[src/rtl/l0_skew.sv]
// l0_skew: per-row input FIFOs with a diagonal (skewed) read wavefront.
// Every lane is written with the same vector. A read launches a wave:
// lane r pops r cycles after lane 0 and registers its head entry and the
// wave's instruction onto its out/inst_out fields.
// Requires row >= 2 and depth >= 2 (power of two).
module l0_skew #(
    parameter int row   = 8,
    parameter int bw    = 4,
    parameter int depth = 16
) (
    input  logic                clk,
    input  logic                reset,
    input  logic [row*bw-1:0]   in,
    input  logic                wr,
    input  logic                rd,
    input  logic [1:0]          inst_in,
    output logic [row*bw-1:0]   out,
    output logic [row*2-1:0]    inst_out,
    output logic                o_full,
    output logic                o_empty
);

    localparam int AW = $clog2(depth);
    localparam int PW = AW + 1;

    // All lanes are written together, so one write pointer serves every lane.
    logic [PW-1:0] wptr_q, wptr_d;
    logic [PW-1:0] rptr_q [row];
    logic [PW-1:0] rptr_d [row];
    logic [bw-1:0] mem_q  [row][depth];

    // Skew line: stage s carries the wave that lane s+1 pops this cycle.
    logic [row-2:0] skv_q, skv_d;
    logic [1:0]     ski_q [row-1];
    logic [1:0]     ski_d [row-1];

    logic [row-1:0] pend_v;
    logic [1:0]     pend_i [row];
    logic [row-1:0] lane_full, lane_empty, pop;
    logic           wr_go;

    logic [bw-1:0]  out_q [row];
    logic [bw-1:0]  out_d [row];
    logic [1:0]     io_q  [row];
    logic [1:0]     io_d  [row];

    // Per-lane occupancy flags from the current pointers.
    always_comb begin
        lane_full  = '0;
        lane_empty = '0;
        for (int r = 0; r < row; r++) begin
            lane_empty[r] = (wptr_q == rptr_q[r]);
            lane_full[r]  = (wptr_q[AW-1:0] == rptr_q[r][AW-1:0]) &&
                            (wptr_q[AW] != rptr_q[r][AW]);
        end
        o_full  = |lane_full;
        o_empty = &lane_empty;
        wr_go   = wr && !o_full && !reset;
    end

    // Pending pop per lane: lane 0 takes rd directly, others take the skew line.
    always_comb begin
        pend_v    = '0;
        pend_i[0] = inst_in;
        pend_v[0] = rd && !reset;
        for (int r = 1; r < row; r++) begin
            pend_v[r] = skv_q[r-1];
            pend_i[r] = ski_q[r-1];
        end
        // A pop on an empty lane is a bubble; a same-cycle write does not count.
        pop = pend_v & ~lane_empty;
    end

    // Next-state for pointers, skew line and registered lane outputs.
    always_comb begin
        wptr_d = wptr_q + PW'(wr_go);
        skv_d  = pend_v[row-2:0];
        for (int s = 0; s < row - 1; s++) begin
            ski_d[s] = pend_i[s];
        end
        for (int r = 0; r < row; r++) begin
            rptr_d[r] = rptr_q[r] + PW'(pop[r]);
            out_d[r]  = pop[r] ? mem_q[r][rptr_q[r][AW-1:0]] : '0;
            io_d[r]   = pop[r] ? pend_i[r] : 2'b00;
        end
    end

    // State registers with synchronous reset; reset also cancels in-flight waves.
    always_ff @(posedge clk) begin
        if (reset) begin
            wptr_q <= '0;
            skv_q  <= '0;
            for (int s = 0; s < row - 1; s++) begin
                ski_q[s] <= 2'b00;
            end
            for (int r = 0; r < row; r++) begin
                rptr_q[r] <= '0;
                out_q[r]  <= '0;
                io_q[r]   <= 2'b00;
            end
        end else begin
            wptr_q <= wptr_d;
            skv_q  <= skv_d;
            for (int s = 0; s < row - 1; s++) begin
                ski_q[s] <= ski_d[s];
            end
            for (int r = 0; r < row; r++) begin
                rptr_q[r] <= rptr_d[r];
                out_q[r]  <= out_d[r];
                io_q[r]   <= io_d[r];
            end
        end
    end

    // Storage write; contents need no reset since pointers define validity.
    always_ff @(posedge clk) begin
        if (wr_go) begin
            for (int r = 0; r < row; r++) begin
                mem_q[r][wptr_q[AW-1:0]] <= in[r*bw +: bw];
            end
        end
    end

    // Pack lane registers onto the flat output buses.
    always_comb begin
        out      = '0;
        inst_out = '0;
        for (int r = 0; r < row; r++) begin
            out[r*bw +: bw]   = out_q[r];
            inst_out[r*2 +: 2] = io_q[r];
        end
    end

endmodule
[config.mk]
export PLATFORM = sky130hd
export DESIGN_NAME = l0_skew
export DESIGN_NICKNAME = d
export VERILOG_FILES = /design/src/rtl/l0_skew.sv
export SDC_FILE = /design/constraint.sdc
export NUM_CORES = 1
export LEC_CHECK = 0
export BUFFER_PORTS_ARGS = -buffer_cell sky130_fd_sc_hd__buf_2
export CORE_MARGIN = 5
export CORE_UTILIZATION = 40
export DETAILED_ROUTE_END_ITERATION = 10
export HOLD_SLACK_MARGIN = 0.05
export RECOVER_POWER = 25
export SLEW_MARGIN = 20
export SYNTH_ARGS = -nofsm -noshare
export SYNTH_HDL_FRONTEND = slang
export SYNTH_SLANG_ARGS = --single-unit
[constraint.sdc]
create_clock -name clk -period 6.27 [get_ports clk]
set_input_delay 1.881 -clock clk [delete_from_list [all_inputs] [get_ports clk]]
set_output_delay 1.881 -clock clk [all_outputs]
set_load 0.005 [all_outputs]
==> impl_results.md <==
* Period utilization at 0.806
* DIE AREA at 64,100 sq um
* Largest net degree at the start of global routing at around 50
* Max frequency at 198 MHz
* Slowest stage delay, CP at around 960 ps
* Synth cell count leaders: edfxtp_1 (512), mux4_2 (128), dfxtp_1 (114)
* Skew-Pair Late Insertion Delay at 610 ps
* Yosys reg bits at ~630
* Synthesized netlist cell count at 1,211
* Vias at ~12,000
* CTS sink count at between 600 and 700
* CP Cell Sequence: xor2_1 -> nor4_2 -> nand2b_1 -> nor4_2 -> and4b_1 -> buf_2
* Avg Vias per Cell at approximately 5.3
* Number of global-route vias before repair at between 10,000 and 15,000
* CP Buf/Inv Count at 1
* CTS Buffer Depth at 3
* Final Hold Viols at 0
* Routed Antenna Nets at 0
* Starting DRT DRC Count at between 900 and 1,000
* Ranking of synthesized cells by area: edfxtp_1 (65%), mux4_2 (12%), dfxtp_1 (9.6%)
* CTS tree: yes
* Stages on the worst setup path at 6
* Area growth from synthesis to layout at 16.1%
* Initial core utilization at 0.402
* Status: finished clean
* Top-count cell post-synth: edfxtp_1
* Synth Cell Area at around 24,000 sq um
* CP Data Required Time at ~4400 ps
* CP endpoint kind: output port
* Share of layout cells above drive strength 1 at 0.257
* First-pass GRT wire length at approximately 80,000 microns
* Reg2Reg Depth at 6
* Ports at 88
* Post-CTS Resized at 0
* Final nets at 1,403
* Placed insts at slightly above 2,000
* Synth area leader: edfxtp_1
* RSZ-0062 raised after global routing: false
* Placer Congestion at approximately 0.78
* Critical Path AT at roughly 3200 ps
* Post-Syn Nets at around 1,300
* Slew HR at 0.330
* CTS Buf Count at 68
* Chip width at between 200 and 300 microns
* Tmin final at a little over 5000 ps
* Post-route setup TNS at 0 ps
* Placed cell area at 25,200 sq um
* Max-Cap Viols at 0
* Drc violations at 0
* Total global-route track usage at 0.168
* HPWL Detailed at between 30,000 and 40,000 microns
* Core Rows at 89
* H-tree Lvls at 3
* DR WL/cell at 24.5 microns
* Setup-failing EPs final at 0
* Pwr/cell area at ~320 nW/um^2
* Worst Hold Depth at 2
* CP max-delay cell: dfxtp_1
* Pleak at around 9 nW
* Async SR Flop Fraction at 0
* Post-CTS Hold Fix Bufs at 0
* Clock transition at path regs at about 60 ps
* Total power at 8.70 mW
* Yosys warnings at 0
* Clk_skew at about 24 ps
* Finished Layout Cells at between 2,000 and 2,500
* Total wire length at between 50,000 and 60,000 microns
* Post-synth top area share at 0.650
* Number of synthesized flops with an enable pin at between 500 and 600
* Crit path max fanout at 19
* Crit start category: register
* Compound-gate portion of the synthesized area at 0.0294
* Critical path's top delay family: simple AND/OR/NAND/NOR gates
* Most frequent CP cell: nor4_2
* Simple-Gate Fraction of Synth Area at 0.0518
* Initial antenna violation count at 3
* Worst hold slack at approximately 410 ps
* Core Box Area at around 59,000 sq um
* IO buf count at just under 90
* Synth Area per Inst at about 20 sq um
* Die Y at around 250 microns
* XOR/XNOR Fraction of Synth Area at 0.0270
* Core Util, Final at 0.467
* Top_reg_cell synth: edfxtp_1
* Final-layout fill cell count at slightly below 5,000
* Maximum vdd drop at approximately 240 uV
* Register area share after synthesis at 0.746
* DRT Pass-1 Iters at 5
* Slew at the pin closest to its max-slew limit at around 1000 ps
* Crit Path Class: reg2out
* Global route total overflow at 0
* Post-synthesis adder-cell area fraction at 0.00952
* Setup bufs post-CTS at 0
* Setup WS pre-CTS at about 1700 ps
* Synth cell types at 36
* Max Transition Viols Final at 0
* Final non-filler cell area at 27,500 sq um
* Hold WC Path Type: reg2reg
* Fin worst setup slack at 1220 ps
* Root buf cell: clkbuf_16
* Mux cell area share after synthesis at 0.122
* Main combinational cell family by area after synthesis: multiplexers
==> registers in the layout, summed over array words and instances, names as in the netlist <==
signal  count
mem_q     512
wptr_q      5
skv_q       7
out_q      32
io_q       16
ski_q      14
rptr_q     40
==> worst paths after layout <==
kind,slack [ps],start,to
setup reg to reg,2460,rptr_q[1][12]$_SDFF_PP0_,mem_q[1][226]$_DFFE_PP_
hold reg to reg,410,ski_q[6][1]$_SDFF_PP0_,io_q[0][15]$_SDFF_PP0_
hold / removal,410,ski_q[6][1]$_SDFF_PP0_,io_q[0][15]$_SDFF_PP0_
setup / recovery,1220,rptr_q[0][11]$_SDFF_PP0_,o_empty
==> cell type report <==
class                   count  area (sq um)  share of cell area
multi-input cells         522          5730               0.209
clock inverters            27           344              0.0125
diodes                      1          2.50           0.0000911
repair buffers            120           815              0.0297
clock buffers              97          1910              0.0696
inverters                   9          33.8             0.00123
well taps                 773           967              0.0352
flip-flops and latches    626         17700               0.643
==> layout by cell type, fill, tap and decap left out, types with 6 or more instances in the layout <==
cell type  count
edfxtp_1     512
mux4_2       128
dfxtp_1      114
clkbuf_16     69
a22oi_1       65
buf_2         64
nor2b_1       58
xor2_1        51
clkbuf_1      43
nor2_1        39
nand2_1       33
a21oi_1       32
buf_4         23
ha_1          18
nor2_4        17
nand3_1       13
and2_1        12
and3_1        12
inv_1          9
xnor2_1        9
clkbuf_8       8
nor4_2         7
nand2b_1       7
xor2_2         7
clkinv_1       7
buf_16         6
==> power by group <==
| part | total, mW | internal, mW | switching (mW) | leakage, nW |
|---|---|---|---|---|
| Sequential | 4.53 | 4.52 | 0.0131 | 5.53 |
| Clock | 3.97 | 2.35 | 1.61 | 1.08 |
| Combinational | 0.195 | 0.0641 | 0.131 | 2.64 |
==> cell families after synthesis <==
logic type	Yosys count
buffers and inverters	63
XOR/XNOR	67
multiplexers	128
AO/OA/AOI/OAI	100
adder cells (fa/ha/maj)	18
flip-flops	626
AND/OR/NAND/NOR	209
==> routing by layer <==
metal  routed length [microns]  vias up  GRT usage
li1                          -     5083          -
met1                     23500     6045      0.238
met2                     25700      366      0.268
met3                      2940       77     0.0310
met4                      1210        0     0.0480
met5                         0        -          0
==> tightest hold or removal path: cells and delay by family, from the launching register on <==
| family | cells | cell delay [ps] |
|---|---|---|
| simple gates | 1 | 30 |
| flops | 1 | 290 |
| buf+inv | 1 | 40 |
No activity file was read; power rests on OpenSTA's default activity.
